File: src/rtl/cpu31_run_ctrl_pkg.sv
// rtl/cpu31_run_ctrl_pkg.sv - shared encodings for the cpu31 run/halt/step controller
//
// Purpose: host command opcodes, sequencer state encoding and the MIPS
// break instruction fields. It also holds a helper that recognises break.
// Ports: none (package).

package cpu31_run_ctrl_pkg;

  // Sequencer states
  typedef enum logic [1:0] {
    ST_HALTED = 2'd0,
    ST_RUN    = 2'd1,
    ST_STEP   = 2'd2
  } run_state_t;

  // Host command opcodes; 6 and 7 behave as NOP
  localparam logic [2:0] OP_NOP    = 3'd0;
  localparam logic [2:0] OP_RUN    = 3'd1;
  localparam logic [2:0] OP_HALT   = 3'd2;
  localparam logic [2:0] OP_STEP   = 3'd3;
  localparam logic [2:0] OP_SET_BP = 3'd4;
  localparam logic [2:0] OP_CLR_BP = 3'd5;

  // MIPS "break": SPECIAL opcode with funct 0x0D
  localparam logic [5:0] BREAK_OPCODE = 6'h00;
  localparam logic [5:0] BREAK_FUNCT  = 6'h0D;

  function automatic logic is_break(input logic [31:0] inst);
    return (inst[31:26] == BREAK_OPCODE) && (inst[5:0] == BREAK_FUNCT);
  endfunction

endpackage

File: src/rtl/cpu31_run_ctrl_bp_match.sv
// rtl/cpu31_run_ctrl_bp_match.sv - PC breakpoint slot registers and address comparator
//
// Purpose: holds NUM_BP breakpoint address/enable pairs. A single write port
// sets or clears one slot. The module flags when any enabled slot equals the
// current PC. A write becomes visible to match on the following cycle.
// Ports:
//   clk_in   in   1   clock
//   reset    in   1   synchronous active-high reset; disables every slot
//   wr_en    in   1   write strobe for slot wr_idx
//   wr_set   in   1   1: load wr_addr and enable slot, 0: disable slot
//   wr_idx   in   3   slot index; indices >= NUM_BP are dropped
//   wr_addr  in   32  breakpoint address for a set
//   pc       in   32  address of the instruction executing this cycle
//   match    out  1   some enabled slot equals pc

module cpu31_run_ctrl_bp_match #(
  parameter int NUM_BP = 2
) (
  input  logic        clk_in,
  input  logic        reset,
  input  logic        wr_en,
  input  logic        wr_set,
  input  logic [2:0]  wr_idx,
  input  logic [31:0] wr_addr,
  input  logic [31:0] pc,
  output logic        match
);

  logic [31:0]       bp_addr [NUM_BP];
  logic [NUM_BP-1:0] bp_en;

  // Slot indices beyond NUM_BP never compare equal, so out-of-range writes
  // fall through without a separate range check.
  always_ff @(posedge clk_in) begin
    if (reset) begin
      bp_en <= '0;
      for (int i = 0; i < NUM_BP; i++) begin
        bp_addr[i] <= '0;
      end
    end else if (wr_en) begin
      for (int i = 0; i < NUM_BP; i++) begin
        if (wr_idx == 3'(i)) begin
          bp_en[i] <= wr_set;
          if (wr_set) begin
            bp_addr[i] <= wr_addr;
          end
        end
      end
    end
  end

  always_comb begin
    match = 1'b0;
    for (int i = 0; i < NUM_BP; i++) begin
      if (bp_en[i] && (bp_addr[i] == pc)) begin
        match = 1'b1;
      end
    end
  end

endmodule

File: src/rtl/cpu31_run_ctrl.sv
// rtl/cpu31_run_ctrl.sv - run/halt/single-step sequencer for the single-cycle CPU
//
// Purpose: gates the CPU clock enable from a host command port. The block
// supports PC breakpoints, counted single-step and a retired-instruction
// counter.
// Optional feature: define CPU31_BREAK_HALT_EN to make a MIPS break
// instruction trap like a breakpoint.
// Ports:
//   clk_in     in   1      system clock, shared with the CPU
//   reset      in   1      synchronous active-high reset, shared with the CPU
//   cmd_valid  in   1      host command valid
//   cmd_ready  out  1      always 1: commands are accepted with zero latency
//   cmd_op     in   3      0 NOP, 1 RUN, 2 HALT, 3 STEP, 4 SET_BP, 5 CLR_BP
//   cmd_idx    in   3      breakpoint slot for SET_BP/CLR_BP
//   cmd_arg    in   32     SET_BP address / STEP count in [STEP_W-1:0]
//   pc         in   32     address of the instruction executing this cycle
//   inst       in   32     instruction at pc
//   cpu_en     out  1      CPU retires one instruction on an edge with cpu_en=1
//   halted     out  1      sequencer is halted
//   bp_hit     out  1      one-cycle pulse after a halt caused by a trap
//   retired    out  CNT_W  number of cpu_en cycles, wrapping

module cpu31_run_ctrl
  import cpu31_run_ctrl_pkg::*;
#(
  parameter int NUM_BP       = 2,
  parameter int STEP_W       = 16,
  parameter int CNT_W        = 32,
  parameter bit RUN_ON_RESET = 1'b1
) (
  input  logic             clk_in,
  input  logic             reset,
  input  logic             cmd_valid,
  output logic             cmd_ready,
  input  logic [2:0]       cmd_op,
  input  logic [2:0]       cmd_idx,
  input  logic [31:0]      cmd_arg,
  input  logic [31:0]      pc,
  input  logic [31:0]      inst,
  output logic             cpu_en,
  output logic             halted,
  output logic             bp_hit,
  output logic [CNT_W-1:0] retired
);

  run_state_t        state_q, state_d;
  logic [STEP_W-1:0] step_left_q;
  logic [STEP_W-1:0] step_count;
  logic              skip_q;
  logic [CNT_W-1:0]  retired_q;
  logic              bp_hit_q;

  logic              accept;
  logic              match;
  logic              brk;
  logic              trap;
  logic              exhaust;
  logic              enter;
  logic              load_step;
  logic              bp_wr_en;
  logic              bp_wr_set;

  assign cmd_ready = 1'b1;
  assign accept    = cmd_valid;

  assign bp_wr_en  = accept && ((cmd_op == OP_SET_BP) || (cmd_op == OP_CLR_BP));
  assign bp_wr_set = (cmd_op == OP_SET_BP);

  cpu31_run_ctrl_bp_match #(
    .NUM_BP (NUM_BP)
  ) u_bp_match (
    .clk_in  (clk_in),
    .reset   (reset),
    .wr_en   (bp_wr_en),
    .wr_set  (bp_wr_set),
    .wr_idx  (cmd_idx),
    .wr_addr (cmd_arg),
    .pc      (pc),
    .match   (match)
  );

`ifdef CPU31_BREAK_HALT_EN
  assign brk = is_break(inst);
`else
  logic unused_inst;
  assign brk         = 1'b0;
  assign unused_inst = ^inst;
`endif

  // A zero step count still executes one instruction.
  assign step_count = (cmd_arg[STEP_W-1:0] == '0) ? STEP_W'(1) : cmd_arg[STEP_W-1:0];

  // ---------------------------------------------------------------- state register
  always_ff @(posedge clk_in) begin
    if (reset) begin
      state_q <= RUN_ON_RESET ? ST_RUN : ST_HALTED;
    end else begin
      state_q <= state_d;
    end
  end

  // ---------------------------------------------------------------- outputs
  // skip masks the trap for the first instruction after a resume. The CPU can
  // then step off the breakpoint it stopped on.
  always_comb begin
    halted = (state_q == ST_HALTED);
    trap   = !halted && (match || brk) && !skip_q;
    cpu_en = !halted && !trap;
  end

  assign exhaust = (state_q == ST_STEP) && cpu_en && (step_left_q == STEP_W'(1));

  // ---------------------------------------------------------------- next state
  // A trap or an exhausted step count halts the CPU. An accepted RUN, HALT or
  // STEP command then overrides that outcome. RUN arriving on a trap cycle
  // counts as a resume, so skip is rearmed even though the state stays RUN.
  always_comb begin
    state_d   = state_q;
    enter     = 1'b0;
    load_step = 1'b0;
    if (trap || exhaust) begin
      state_d = ST_HALTED;
    end
    if (accept) begin
      case (cmd_op)
        OP_NOP: ;
        OP_RUN: begin
          state_d = ST_RUN;
          enter   = (state_q != ST_RUN) || trap;
        end
        OP_HALT: begin
          state_d = ST_HALTED;
        end
        OP_STEP: begin
          if (state_q == ST_HALTED) begin
            state_d   = ST_STEP;
            enter     = 1'b1;
            load_step = 1'b1;
          end
        end
        default: ;
      endcase
    end
  end

  // ---------------------------------------------------------------- datapath regs
  always_ff @(posedge clk_in) begin
    if (reset) begin
      step_left_q <= '0;
      skip_q      <= 1'b1;
      retired_q   <= '0;
      bp_hit_q    <= 1'b0;
    end else begin
      bp_hit_q  <= trap && (state_d == ST_HALTED);
      retired_q <= retired_q + {{(CNT_W-1){1'b0}}, cpu_en};
      if (enter) begin
        skip_q <= 1'b1;
      end else if (cpu_en) begin
        skip_q <= 1'b0;
      end
      if (load_step) begin
        step_left_q <= step_count;
      end else if ((state_q == ST_STEP) && cpu_en) begin
        step_left_q <= step_left_q - STEP_W'(1);
      end
    end
  end

  assign bp_hit  = bp_hit_q;
  assign retired = retired_q;

endmodule

File: config.mk
export PLATFORM = sky130hd
export DESIGN_NAME = cpu31_run_ctrl
export DESIGN_NICKNAME = d
export VERILOG_FILES = /design/src/rtl/cpu31_run_ctrl_pkg.sv /design/src/rtl/cpu31_run_ctrl_bp_match.sv /design/src/rtl/cpu31_run_ctrl.sv
export SDC_FILE = /design/constraint.sdc
export NUM_CORES = 1
export LEC_CHECK = 0
export ABC_AREA = 0
export CAP_MARGIN = 40
export CORE_UTILIZATION = 53
export DETAILED_ROUTE_END_ITERATION = 16
export GPL_TIMING_DRIVEN = 0
export MAX_ROUTING_LAYER = met4
export PLACE_DENSITY = 0.86
export SLEW_MARGIN = 5
export SYNTH_ARGS = -nofsm -noshare
export SYNTH_HDL_FRONTEND = slang
export SYNTH_SLANG_ARGS = --single-unit
File: constraint.sdc
create_clock -name clk_in -period 11.6 [get_ports clk_in]
set_input_delay 2.32 -clock clk_in [delete_from_list [all_inputs] [get_ports clk_in]]
set_output_delay 2.32 -clock clk_in [all_outputs]
set_load 0.01 [all_outputs]
==> impl_results.md <==
* Port Buffer Count at 106
* RSZ-0062 raised after global routing: false
* Mapped Cells at 508
* CTS tree: yes
* Total of max-cap violations at 0
* DP Wirelength at 10400 microns
* Highest metal used: met4
* Skew final at 0.00927 ns
* Clock power frac at 48.1%
* Die ar. at 10900 sq um
* CP arrival at 4.85 ns
* Outcome: completed
* CP Capture Type: primary output
* Cts bufs inserted at 17
* Clk sinks at 118
* Via count at 4506
* Leak at 2.61 nW
* Post-cts sizing count at 0
* Final GP Congestion at 0.907
* Sequential cell area at 3000 sq um
* Max-slew violation count at 0
* Worst Tran Pin Value at 0.742 ns
* Number of synthesized register bits at 118
* Share of cells above drive strength 1 at 8.00%
* Yosys top cell area share at 34.7%
* Synth warnings at 0
* Combinational family with the most area after synthesis: simple AND/OR/NAND/NOR gates
* Ranking of synthesized cells by area: edfxtp_1, dfxtp_1, xor2_1
* CTS Hold Bufs at 0
* Area grow syn2layout at 34.4%
* Pwr/cell area at 143 nW/um^2
* Post-Route WL at 14500 microns
* Proportion of synthesized area in mux cells at 0%
* Worst-path clk slew at 0.06 ns
* Postcts setup bufs at 0
* Hold Path Class: flop to flop
* Rel. slew slack at 50.1%
* Wire length per cell at 18.6 microns
* Final Power at 1.06 mW
* Setup TNS at 0 ns
* DRT iter0 DRCs at 320
* Layout Nets at 746
* Die Span X at 104 microns
* Htree depth at 4
* Synth Area in Adders at 0.903%
* Ports at 141
* Root buffer cell: clkbuf_8
* Avg Inst Size Synth at 10.9 sq um
* Worst IR Drop VDD at 0.0846 mV
* Switch share at 22.2%
* Top-count cell post-synth: edfxtp_1
* Residual DRC count at 0
* Core area at 9950 sq um
* Initial Util at 55.7%
* Drt pass-1 iters at 5
* Layout fillers at 642
* P_int at 0.827 mW
* Achievable Freq at 139 MHz
* Worst Path Max Fanout at 8
* Detail Route Antenna Nets at 0
* Synth Area in XOR/XNOR at 14.9%
* WP data required at 9.28 ns
* Die height at 104 microns
* Post-synth top area cell: edfxtp_1
* Grt ovf at 0
* Vias per Instance at 5.75
* Multi-input logic area at 2440 sq um
* Overall global routing resource usage at 28.8%
* P_sw at 0.236 mW
* Routed met1 length at 5690 microns
* Post-synth EDFFs at 64
* Finish-stage setup viols at 0
* Synth async-reset ratio at 0%
* Met3 wire length at 962 microns
* Ant diodes at 0
* Synthesized Nets at 617
* Synth cell count leaders: edfxtp_1, nor2_1, dfxtp_1, xor2_1, xnor2_1
* Worst-skew pair later-pin latency at 0.52 ns
* Global-route wire length before repair at 23300 microns
* WL met2 at 7580 microns
* Synth Area in Simple Gates at 21.8%
* Combinational Power Share at 8.2%
* # rows at 36
* Initial antenna violation count at 0
* Crit share post-route at 61.8%
* Fin. Hold Viols at 0
* Cell Area, Synth at 5540 sq um
* Largest net degree at the start of global routing at 23
* Compound-Gate Fraction of Synth Area at 6.01%
* Clk buf depth at 2
* Sequential-to-total area share from yosys stat at 54.2%
* Clock period minus worst slack at 7.17 ns
* Vias in the first global route at 4575
* Top FF cell, synth: edfxtp_1
* Sequential share of power at 43.6%
* Startpoint Class: input port
* CP Class: input port to primary output
* Number of distinct library cells after synthesis at 51
metrics by stage:
step / instances / util [%] / setup slack (ns) / area (sq um) / hold slack, ns
2_1_floorplan: 508 / - / 5.77 / 5540 / 0.447
3_3_place_gp: 747 / 68.0 / 4.03 / 6770 / 0.476
3_5_place_dp: 751 / 69.0 / 4.48 / 6870 / 0.505
4_1_cts: 783 / 74.8 / 4.44 / 7450 / 0.513
5_1_grt: 783 / 74.8 / 4.33 / 7450 / 0.548
6_report: 783 / 74.8 / 4.43 / 7450 / 0.520
cell usage in the layout (no fill, tap or decap), types with 6 or more instances in the layout:
master	n
clkbuf_16	16
nor4_1	20
nand4_1	18
inv_1	8
clkbuf_1	16
edfxtp_1	64
or4_1	6
xor2_1	52
nand3_1	13
o21ai_0	6
and2_1	33
nand2_1	23
nor2_1	61
and3_1	8
a311oi_1	8
nor3_1	12
xnor2_1	42
dfxtp_1	54
clkdlybuf4s50_1	106
metal layers:
layer,track usage [%],vias to the layer above
li1,-,2094
met2,49.8,232
met3,6.27,29
met5,-,-
met4,9.80,0
met1,33.1,2151
sequential cells by signal, summed over array words and instances (netlist names):
signal,flops
u_bp_match.bp_addr,64
retired,32
step_left_q,16
state_q,2
u_bp_match.bp_en,2
bp_hit,1
skip_q,1
power by group through the flow:
stage                     logic (mW)  registers, mW  clock network [mW]
after floorplan               0.0361          0.471                   0
after global placement        0.0801          0.472                   0
after detailed placement      0.0860          0.472                   0
after CTS                     0.0875          0.464               0.514
after global routing          0.0934          0.465               0.533
final                         0.0877          0.464               0.512
final timing paths:
path | startpoint | endpoint | slack [ns] | depth (start not counted)
min reg2reg | retired[31]$_SDFF_PP0_ | retired[31]$_SDFF_PP0_ | 0.52 | 2
min | retired[31]$_SDFF_PP0_ | retired[31]$_SDFF_PP0_ | 0.52 | 2
max reg2reg | u_bp_match.bp_addr[0][33]$_DFFE_PP_ | retired[30]$_SDFF_PP0_ | 7.83 | 15
max | pc[27] | cpu_en | 4.43 | 7
cells by family after synthesis:
family	after synthesis
buffers and inverters	27
adders and majority gates	4
other	1
xor gates and xnor gates	94
DFF	118
AOI/OAI and AO/OA	43
and+or+nand+nor	221
layout make-up:
cell class / instances / area share [%]
sequential: 118 / 40.3
buffer: 19 / 1.18
multi-input combinational: 363 / 32.8
tap: 133 / 2.23
clock inverter: 13 / 2.10
timing repair buffer: 110 / 15.3
clock buffer: 19 / 5.66
inverter: 8 / 0.403
critical path: stages:
cell	delay, ns
clkdlybuf4s50_1	0.48
xor2_1	0.20
nor4_1	0.41
nand4_1	0.22
nor4_4	0.54
nor3_1	0.16
clkdlybuf4s50_1	0.52
Power figures use the tool's default switching activity.
==> patch, RTL diff (same flow settings) <==
The option `CPU31_BREAK_HALT_EN` is turned on by a define.
--- a/src/rtl/cpu31_run_ctrl.sv
+++ b/src/rtl/cpu31_run_ctrl.sv
@@ -19,6 +19,8 @@
 //   halted     out  1      sequencer is halted
 //   bp_hit     out  1      one-cycle pulse after a halt caused by a trap
 //   retired    out  CNT_W  number of cpu_en cycles, wrapping
+
+`define CPU31_BREAK_HALT_EN
 
 module cpu31_run_ctrl
   import cpu31_run_ctrl_pkg::*;
Check against the original RTL: not equivalent (a bounded check fails within 4 cycles, from zero or initial values and one cycle with reset high).
==> patch against the original RTL <==
  * Worst setup slack got worse by 0.26 ns
  * Total power decreased by 2.1%
  * Combinational power up 7.5%
  * Sequential cell count did not move
  * Final area up 1.1%
  * Area after synthesis is 0.16% higher
  * Wire length up 9.1%
  * Critical path type unchanged
  * Highest routed layer unchanged
==> patch: results (changes against the original RTL) <==
- Data arrival time of the critical path: 5.11 ns (+0.26 ns)
- Critical-path maximum fanout: 6 (-2)
- Pre-Repair DR Iteration Count: 7 (+2)
- Global-route wire length before repair: 24700 um (+6.3%)
- Top cells by area in the synthesized netlist: sky130_fd_sc_hd__edfxtp_1 (35%), sky130_fd_sc_hd__dfxtp_1 (19%), sky130_fd_sc_hd__xnor2_1 (10%)
- Number of nets in the layout: 761 (+2.0%)
- WL/cell: 19.9 um (+7.1%)
- Outcome: finished, final reports clean
- Placed Cells: 766 (+2.0%)
- IR drop worst, VDD: 0.146 mV (+72%)
- Maximum clock path buffer count: 2 (unchanged)
- Register bank with the most flops: u_bp_match.bp_addr
- Routed Wire Length: 15900 um (+9.1%)
- Detail Placement HPWL: 11300 um (+7.7%)
- P_leak: 2.57 nW (-1.7%)
- Number of unique standard cell types used by synthesis: 53 (+3.9%)
- Post-synth EDFFs: 64 (unchanged)
- Fraction of layout instances using a drive strength above 1: 0.0692 (-0.0108)
- Overall track demand over capacity in global routing: 0.307 (+0.0194)
- Vias in the first global route: 4786 (+4.6%)
- Final Skew: 0.0104 ns (+0.00109 ns)
- Most numerous cell types in the synthesized netlist: sky130_fd_sc_hd__edfxtp_1 (64), sky130_fd_sc_hd__xnor2_1 (64), sky130_fd_sc_hd__dfxtp_1 (54)
- IO buf count: 119 (+12%)
- Clock input transition at the sequential cells of the worst setup and hold paths: 0.06 ns (about the same)
- Filler cells: 645 (+0.47%)
- Syn_area_per_cell: 10.8 sq um (-0.62%)
- Final weighted congestion of routability-driven global placement: 0.912 (+0.54%)
- Initial DRC count: 290 (-9.4%)
- Antenna violations before repair: 0 (unchanged)
- Via total after detailed routing: 4666 (+3.6%)
- Maximum number of pins on one net before global-route repair: 24 (+4.3%)
- Worst slew slack as a fraction of its limit: 0.506 (+0.00466)
- Post-Place Worst Slack: 4.28 ns (-0.207 ns)
- Part of the Yosys area used for sequential elements: 0.541 (-0.000855)
- Synthesized net count: 621 (+0.65%)
## patch: cell types whose count changed after synthesis, sizes merged, moves of 6 or more
| cell | delta |
|---|---|
| nor2 | -16 |
| xnor2 | +22 |
| a21oi | +11 |
| nor4 | -9 |
| xor2 | -24 |
| nand4 | +6 |
| clkbuf | -6 |
| or3 | +7 |
| o21ai | +9 |
| nor3 | -6 |
## patch: worst max-delay path: stages
cell and delay (ns):
sky130_fd_sc_hd__clkdlybuf4s50_1 0.48, sky130_fd_sc_hd__xnor2_1 0.26, sky130_fd_sc_hd__nand4_1 0.15, sky130_fd_sc_hd__nor4_1 0.38, sky130_fd_sc_hd__a41oi_1 0.42, sky130_fd_sc_hd__and2_0 0.37
sky130_fd_sc_hd__nor2b_1 0.21, sky130_fd_sc_hd__clkdlybuf4s50_1 0.51
## patch: area by class of cell
type,count,share of cell area
multi-input cells,369,0.326
well taps,133,0.0221
inverters,10,0.00499
clock buffers,17,0.0550
repair buffers,121,0.166
flip-flops and latches,118,0.399
clock inverters,15,0.0171
plain buffers,15,0.0101
## patch: worst paths after layout
check	slack, ns	cells past startpoint	endpoint	startpoint
min reg2reg	0.51	2	step_left_q[6]	step_left_q[6]
max	4.17	8	cpu_en	pc[2]
min	0.51	2	step_left_q[6]	step_left_q[6]
max reg2reg	7.10	14	retired[31]	u_bp_match.bp_addr[0][26]
## patch: cell families after synthesis
group,synth area share
XOR/XNOR,0.145
AND/OR/NAND/NOR,0.215
other,0.000676
AO/OA/AOI/OAI,0.0685
adder cells (fa/ha/maj),0.00902
flip-flops,0.541
buffers and inverters,0.0205
## patch: where the power goes
part / switching (mW) / internal, mW / total (mW)
Clock: 0.199 / 0.284 / 0.483
Combinational: 0.0422 / 0.0521 / 0.0943
Sequential: 0.00863 / 0.455 / 0.464
## patch: layer usage
metal,up-vias,GRT usage,part of all wire
met3,37,0.0602,0.070
li1,2131,-,-
met2,239,0.537,0.52
met4,0,0.129,0.032
met1,2259,0.342,0.38
met5,-,-,0
## patch: stage by stage
stage / cell area, sq um / power, mW
CTS: 7530 / 1.04
detailed placement: 6980 / 0.564
floorplan: 5550 / 0.509
global placement: 6910 / 0.558
global route: 7530 / 1.07
finish: 7530 / 1.04
